<file path="src/rtl/vliw_issue_scheduler.sv">
// vliw_issue_scheduler: issue control for the two-slot ALU+MEM bundle.
// Tracks in-flight loads, stalls on RAW/WAW, runs exception drain/redirect.
//
// Ports:
//   clk, reset            clock; synchronous active-low reset
//   bundle_valid/ready    decode handshake (ready only while running)
//   bundle_pc             PC of presented bundle
//   alu_rm/rn/rd, aluSrcB, alu_regWrite, alu_undefinedInstruction
//                         ALU slot decode
//   mem_rn/rd, memRead, memWrite, mem_undefinedInstruction
//                         MEM slot decode
//   issue, alu_wr_en      bundle accepted / ALU register write enable
//   mem_wb_en, mem_wb_rd  load write-back pulse and destination
//   redirect_valid/pc     one-cycle fetch redirect to the exception vector
//   epc, exc_cause        faulting PC and cause, held until next fault
module vliw_issue_scheduler #(
    parameter int unsigned LOAD_LAT   = 2,
    parameter logic [31:0] EXC_VECTOR = 32'h00FF00FF
) (
    input  logic        clk,
    input  logic        reset,
    input  logic        bundle_valid,
    output logic        bundle_ready,
    input  logic [31:0] bundle_pc,
    input  logic [2:0]  alu_rm,
    input  logic [2:0]  alu_rn,
    input  logic [2:0]  alu_rd,
    input  logic        aluSrcB,
    input  logic        alu_regWrite,
    input  logic        alu_undefinedInstruction,
    input  logic [2:0]  mem_rn,
    input  logic [2:0]  mem_rd,
    input  logic        memRead,
    input  logic        memWrite,
    input  logic        mem_undefinedInstruction,
    output logic        issue,
    output logic        alu_wr_en,
    output logic        mem_wb_en,
    output logic [2:0]  mem_wb_rd,
    output logic        redirect_valid,
    output logic [31:0] redirect_pc,
    output logic [31:0] epc,
    output logic [1:0]  exc_cause
);

    localparam logic [2:0] LAT = 3'(LOAD_LAT);

    typedef enum logic [1:0] {
        S_RUN    = 2'd0,
        S_DRAIN  = 2'd1,
        S_VECTOR = 2'd2
    } state_e;

    state_e      state_q, state_d;
    logic [2:0]  cnt_q [8];
    logic [2:0]  cnt_d [8];
    logic [31:0] epc_q, epc_d;
    logic [1:0]  cause_q, cause_d;

    logic [7:0]  busy;
    logic        all_idle;
    logic        hazard;
    logic [1:0]  fault_cause;
    logic        fault;
    logic        issue_int;
    logic        load_issue;

    always_comb begin
        for (int i = 0; i < 8; i++) begin
            busy[i] = (cnt_q[i] != 3'd0);
        end
    end

    assign all_idle = (busy == 8'd0);

    // Source operands first, then destinations still owed by a load (WAW).
    always_comb begin
        hazard = busy[alu_rn];
        if (!aluSrcB)
            hazard = hazard | busy[alu_rm];
        if (memRead || memWrite)
            hazard = hazard | busy[mem_rn];
        if (memWrite)
            hazard = hazard | busy[mem_rd];
        if (alu_regWrite)
            hazard = hazard | busy[alu_rd];
        if (memRead)
            hazard = hazard | busy[mem_rd];
    end

    // Two writes to one register in the same bundle is treated as a fault.
    always_comb begin
        fault_cause = 2'b00;
        if (alu_undefinedInstruction)
            fault_cause = 2'b01;
        else if (mem_undefinedInstruction)
            fault_cause = 2'b10;
        else if (alu_regWrite && memRead && (alu_rd == mem_rd))
            fault_cause = 2'b11;
    end

    assign fault = (fault_cause != 2'b00);

    // A faulting bundle never stalls: fault wins over hazard.
    assign issue_int = reset && (state_q == S_RUN) && bundle_valid
                       && !fault && !hazard;
    assign load_issue = issue_int && memRead;

    always_comb begin
        for (int i = 0; i < 8; i++) begin
            if (load_issue && (mem_rd == 3'(i)))
                cnt_d[i] = LAT;
            else if (busy[i])
                cnt_d[i] = cnt_q[i] - 3'd1;
            else
                cnt_d[i] = 3'd0;
        end
    end

    always_comb begin
        epc_d   = epc_q;
        cause_d = cause_q;
        if ((state_q == S_RUN) && bundle_valid && fault) begin
            epc_d   = bundle_pc;
            cause_d = fault_cause;
        end
    end

    always_ff @(posedge clk) begin
        if (!reset) begin
            state_q <= S_RUN;
            epc_q   <= 32'd0;
            cause_q <= 2'b00;
            for (int i = 0; i < 8; i++) begin
                cnt_q[i] <= 3'd0;
            end
        end else begin
            state_q <= state_d;
            epc_q   <= epc_d;
            cause_q <= cause_d;
            for (int i = 0; i < 8; i++) begin
                cnt_q[i] <= cnt_d[i];
            end
        end
    end

    // DRAIN checks the current counters, so an empty scoreboard
    // still costs exactly one DRAIN cycle.
    always_comb begin
        state_d = state_q;
        unique case (state_q)
            S_RUN: begin
                if (bundle_valid && fault)
                    state_d = S_DRAIN;
            end
            S_DRAIN: begin
                if (all_idle)
                    state_d = S_VECTOR;
            end
            S_VECTOR: begin
                state_d = S_RUN;
            end
            default: begin
                state_d = S_RUN;
            end
        endcase
    end

    // Pulses are gated by reset so a pending write-back is dropped
    // in the very cycle reset is applied.
    always_comb begin
        bundle_ready   = (state_q == S_RUN);
        issue          = issue_int;
        alu_wr_en      = issue_int && alu_regWrite;
        redirect_valid = reset && (state_q == S_VECTOR);
        redirect_pc    = redirect_valid ? EXC_VECTOR : 32'd0;
        mem_wb_en      = 1'b0;
        mem_wb_rd      = 3'd0;
        for (int i = 0; i < 8; i++) begin
            if (reset && (cnt_q[i] == 3'd1)) begin
                mem_wb_en = 1'b1;
                mem_wb_rd = 3'(i);
            end
        end
    end

    assign epc       = epc_q;
    assign exc_cause = cause_q;

endmodule

</file>
<file path="config.mk">
export PLATFORM = sky130hd
export DESIGN_NAME = vliw_issue_scheduler
export DESIGN_NICKNAME = d
export VERILOG_FILES = /design/src/rtl/vliw_issue_scheduler.sv
export SDC_FILE = /design/constraint.sdc
export NUM_CORES = 1
export LEC_CHECK = 0
export CAP_MARGIN = 20
export CORE_ASPECT_RATIO = 1.4
export CORE_UTILIZATION = 47
export CTS_CLUSTER_DIAMETER = 100
export DETAILED_ROUTE_END_ITERATION = 10
export PLACE_DENSITY = 0.86
export RECOVER_POWER = 100
export SLEW_MARGIN = 15
export SYNTH_ARGS = -nofsm -noshare
export SYNTH_HDL_FRONTEND = slang
export SYNTH_SLANG_ARGS = --single-unit
</file>
<file path="constraint.sdc">
create_clock -name clk -period 7.1 [get_ports clk]
set_clock_uncertainty 0.15 [all_clocks]
set_input_delay 1.42 -clock clk [delete_from_list [all_inputs] [get_ports clk]]
set_output_delay 1.42 -clock clk [all_outputs]
set_load 0.01 [all_outputs]
</file>
Word-level counts from Yosys, hierarchy flattened
Memory sizes are Yosys's and may differ from the RTL's.
Index checks and enable logic that the tools add are counted.
- bits of input ports: 56
- register bits after elaboration: 36
- memories: 1
- RAM bits: 24
- memory list (name ; words ; width ; rd ports ; clocked after Yosys merged registers in ; wr ports ; line ; RTL):
    cnt_q ; 8 ; 3 ; 8 ; 0 ; 8 ; 55 ; logic [2:0] cnt_q [8];
- multiplexer cells: 63
- reductions and logical operators: 44
- bitwise logic cells: 13
- equality and inequality tests: 20
- order comparisons: 5
- add/sub/neg operators: 8
- operator list (operator ; count):
    $mux W3 ; 30
    $logic_and A1 B1 Y1 ; 28
    $eq A3 B1 Y1 const B ; 9
    $mux W24 ; 1
    $reduce_bool A3 Y1 ; 8
    $sub A3 B1 Y3 const B ; 8
    $mux W1 ; 21
    $lt A3 B4 Y1 const B ; 5
    $bmux W1 S3 ; 5
    $or A1 B1 Y1 ; 13
    $eq A3 B3 Y1 const B ; 4
    $mux W2 ; 5
    $logic_not A8 Y1 ; 1
    $eq A3 B2 Y1 const B ; 2
    $pmux W2 S2 ; 1
    $eq A3 B3 Y1 ; 1
    $logic_not A3 Y1 ; 1
    $eq A2 B1 Y1 const B ; 1
    $eq A2 B2 Y1 const B ; 1
    $logic_not A1 Y1 ; 2
    $logic_not A2 Y1 ; 1
    $ne A2 B1 Y1 const B ; 1
    $ne A2 B2 Y1 const B ; 1
    $reduce_and A2 Y1 ; 1
    2 further kinds ; 2

Longest topological paths before layout
An unclocked memory read counts as a cell.
- depth after elaboration: 20
- gate-level depth with buffers: 8

Worst setup path before layout
OpenSTA, ideal clock, no wires.
- path kind: in2out
- start: in mem_rd[1]
- end: out alu_wr_en
- buffers on the path: 2
- path slack: 2.422 ns
- required time: 5.530 ns
- data arrival time: 3.108 ns
- cell stages on the path: 8
- cells stage by stage: buf_4 -> xor2_1 -> nor4_1 -> or3_1 -> a21oi_1 -> or4b_1 -> buf_6 -> a211oi_1
- cells in the longest elaborated chain, start to end: 11
- RTL lines (item ; line ; RTL):
    start: declaration ; 32 ; input logic [2:0] mem_rd,
    $bmux W1 S3 ; 84, 88 ;
    $mux W1 (not written as such) ; 84, 88 ;
    $or A1 B1 Y1 ; 84 ; hazard = hazard | busy[mem_rd];
    $mux W1 ; 83 ; if (memWrite)
    $or A1 B1 Y1 ; 86 ; hazard = hazard | busy[alu_rd];
    $mux W1 ; 85 ; if (alu_regWrite)
    $or A1 B1 Y1 ; 88 ; hazard = hazard | busy[mem_rd];
    $mux W1 ; 87 ; if (memRead)
    $logic_not A1 Y1 ; 106 ; && !fault && !hazard;
    $logic_and A1 B1 Y1 * ; 106 ;
    $logic_and A1 B1 Y1 * ; 174 ; alu_wr_en = issue_int && alu_regWrite;
    end: declaration ; 37 ; output logic alu_wr_en,
Every way passes the cells marked *; elsewhere a longest branch is shown, timed or not. The select of a mux whose other input is x is not followed.

Worst setup path in the final report
Same ends and word-level chain as after synthesis.

==> reports/results.ini <==
[clock_tree]
cts_tree = built
cts-hold-fix-buffers = 0
post_cts.resized_instances = 0
post_cts.repair.setup_buffers = 0
tritoncts.num_buffers = 9
clk_pin_slew_ps = 70
number_of_clock_sinks = 60
worstSkewPairLatency_ps = 330
htree_num_levels = 3
clock_path_buffers = 2
clock_tree.root_cell = sky130_fd_sc_hd__clkbuf_8

[placement]
routabilityCongestion = 0.884
numPortBuffers = 113
dpl.hpwl_mm = 5.46

[global_route]
grt_remaining_overflow = 0
largest_net_degree_at_the_start_of_global_routing = 73
grt_antenna_before_repair = 0
grt_use_total = 0.218
number_of_global_route_vias_before_repair = 2704
grt_pass1_wl_mm = 12.2

[timing]
report.final.setup_viol = 0
timing.max_slew.rel_slack = -0.206
fin_tns_setup_ps = 0
fmax_mhz = 167
tightest_slew_ps = 1800
grt_setup_unrepaired = false
finalHoldViolCount = 0
layout_worst_path_cycle_share = 0.842
post-route-min-period_ps = 5980
timing_max_transition_violations_final = 35

[final_layout]
fin_util = 0.666
nNetsFinal = 500
final_layout_size_suffix_gt1_frac = 0.0735
diodes = 0
layout-area-overhead-vs-synth_pct = 36.4

[outcome]
status = finished with violations
violations = max-capacitance violations, max-slew violations

[synthesis]
synth-edff-count = 0
ys_top_cells_by_area = sky130_fd_sc_hd__dfxtp_1 (37%), sky130_fd_sc_hd__mux2i_1 (11%), sky130_fd_sc_hd__buf_4 (7.8%)
synth-simple-area-share = 0.276
post_synth_fa_ha_maj_area_fraction = 0
syn-mean-instance-area_sq_um = 9.26
synthDominantAreaCellType = sky130_fd_sc_hd__dfxtp_1
yosys_most_used_dff = sky130_fd_sc_hd__dfxtp_1
synthXorXnorAreaFrac = 0.00808
seq_area_frac_synth = 0.369
synth_top_family_by_area = simple AND/OR/NAND/NOR gates
synth_mux_area_frac = 0.172
synth_cell_types = 49
synthTopCellsByCount = sky130_fd_sc_hd__dfxtp_1 (60), sky130_fd_sc_hd__nand2_1 (54), sky130_fd_sc_hd__mux2i_1 (36)
post-synth-top-count-cell = sky130_fd_sc_hd__dfxtp_1
synth-compound-area-share = 0.0681
netlist.area_leader.share = 0.369
ys_async_sr_fraction = 0
synth.cell_area_sq_um = 3250
yosys_warnings = 0
syn_inst = 351
synth_seq_cells = 60

[setup_path]
worst-setup-path-type = in -> out
cp_startpoint_kind = primary input
worstReg2RegStart = cnt_q[0][6]
critical_path_arrival_ps = 4410
critical_path.endpoint_type = output port
worstSetupStartpoint = mem_rd[1]
timing.rr.end = cnt_q[1][4]
cp_required_ps = 5530
r2r.worst_path.cells = 6
regToRegSetupSlack_ps = 4290
path_max_fanout = 10
end_of_the_critical_path = alu_wr_en

[floorplanning]
initial_utilization = 0.489
design.die.area_sq_um = 7260
core-area_sq_um = 6660
floorplan.die.width_microns = 72.3
design.portCount = 130
fp-row-count = 35
die_height_microns = 100

[detailed_routing]
via_count = 2774
via_per_inst = 5.13
antenna_violating_nets_post_route = 0
dr.pass1.iters = 4
dr.first_iter.drc_count = 134
routed_wire_length_per_instance_microns = 14.0
finalWirelength_mm = 7.55
drcViolationCount = 0

[pwr]
maximum_resistive_drop_on_vdd_v = 0.000180
leakage_nw = 1.93
power_density_nw_per_um2 = 186

[flow_run]
maxCapViolCount = 1

[hold_path]
min-delay-path-class = reg -> reg

## routing by layer
metal	GRT usage	vias to the layer above	wire length, microns
met4	0.0995	0	127
met1	0.231	1284	2930
li1	-	1353	-
met3	0.0612	15	473
met5	0	-	0
met2	0.393	122	4020
## final cells by class
cell class                 count  area [sq um]
clock buffer                  12           145
clock inverter                 4          72.6
fill                         557          2220
inverter                       5          18.8
multi-input combinational    254          1750
sequential                    60          1200
tap                           92           115
timing repair buffer         114          1130
## worst min-delay path by stage
stage	from	to	slack (ps)	depth (start not counted)
finish	exc_cause[0]	exc_cause[0]	290	2
global route	exc_cause[1]	exc_cause[1]	330	2
CTS	exc_cause[0]	exc_cause[0]	300	2
detailed placement	exc_cause[0]	exc_cause[0]	280	2
global placement	exc_cause[0]	exc_cause[0]	280	2
floorplan	cnt_q[0][2]	cnt_q[0][2]	300	2
## report_power, final
part	switching, mW	internal [mW]
combinational	0.0564	0.0760
sequential	0.00701	0.351
clock	0.127	0.207
total	0.191	0.634
## logic make-up after synthesis
family,Yosys count
and+or+nand+nor,161
DFF,60
buffers and inverters,52
muxes,45
AOI/OAI and AO/OA,29
xor gates and xnor gates,3
other,1
## state kept, by name (all words and copies together), names as in the netlist
signal and cells:
cnt_q 24, epc 32, exc_cause 2, state_q 2
## stage by stage
stage               area [sq um]  cells  hold WS, ps  power, mW  worst slack, ps
global route                4430    541          326      0.860              954
finish                      4430    541          289      0.825             1120
CTS                         4450    541          296      0.839             1210
floorplan                   3310    366          296      0.439             2420
global placement            4240    525          283      0.501             1270
detailed placement          4240    525          285      0.504             1210
## critical path: stages
cell,delay [ps]
sky130_fd_sc_hd__dlygate4sd3_1,750
sky130_fd_sc_hd__xor2_1,190
sky130_fd_sc_hd__nor4_1,90
sky130_fd_sc_hd__or3_1,340
sky130_fd_sc_hd__a21oi_1,120
sky130_fd_sc_hd__or4b_1,640
sky130_fd_sc_hd__a211oi_1,230
sky130_fd_sc_hd__dlygate4sd3_1,630
## cell usage in the layout, fill, tap and decap left out, types with 3 or more instances in the layout
master / netlist / layout
sky130_fd_sc_hd__nor3_4: 6 / 6
sky130_fd_sc_hd__nand2_1: 54 / 54
sky130_fd_sc_hd__xor2_1: 3 / 3
sky130_fd_sc_hd__dfxtp_1: 60 / 60
sky130_fd_sc_hd__a21oi_1: 4 / 4
sky130_fd_sc_hd__clkbuf_1: 5 / 3
sky130_fd_sc_hd__nor2_1: 27 / 27
sky130_fd_sc_hd__o41ai_1: 4 / 6
sky130_fd_sc_hd__nand3_1: 7 / 7
sky130_fd_sc_hd__o31ai_1: 3 / 3
sky130_fd_sc_hd__clkdlybuf4s50_1: 0 / 53
sky130_fd_sc_hd__mux4_1: 5 / 5
sky130_fd_sc_hd__inv_1: 5 / 5
sky130_fd_sc_hd__nor3b_1: 8 / 8
sky130_fd_sc_hd__conb_1: 1 / 16
sky130_fd_sc_hd__o21ai_0: 5 / 5
sky130_fd_sc_hd__mux2i_1: 36 / 36
sky130_fd_sc_hd__dlygate4sd3_1: 0 / 59
sky130_fd_sc_hd__clkbuf_8: 0 / 10
sky130_fd_sc_hd__nor4_1: 4 / 4
sky130_fd_sc_hd__nor2b_1: 34 / 34
Note: power is estimated with default switching activity, not from simulation.
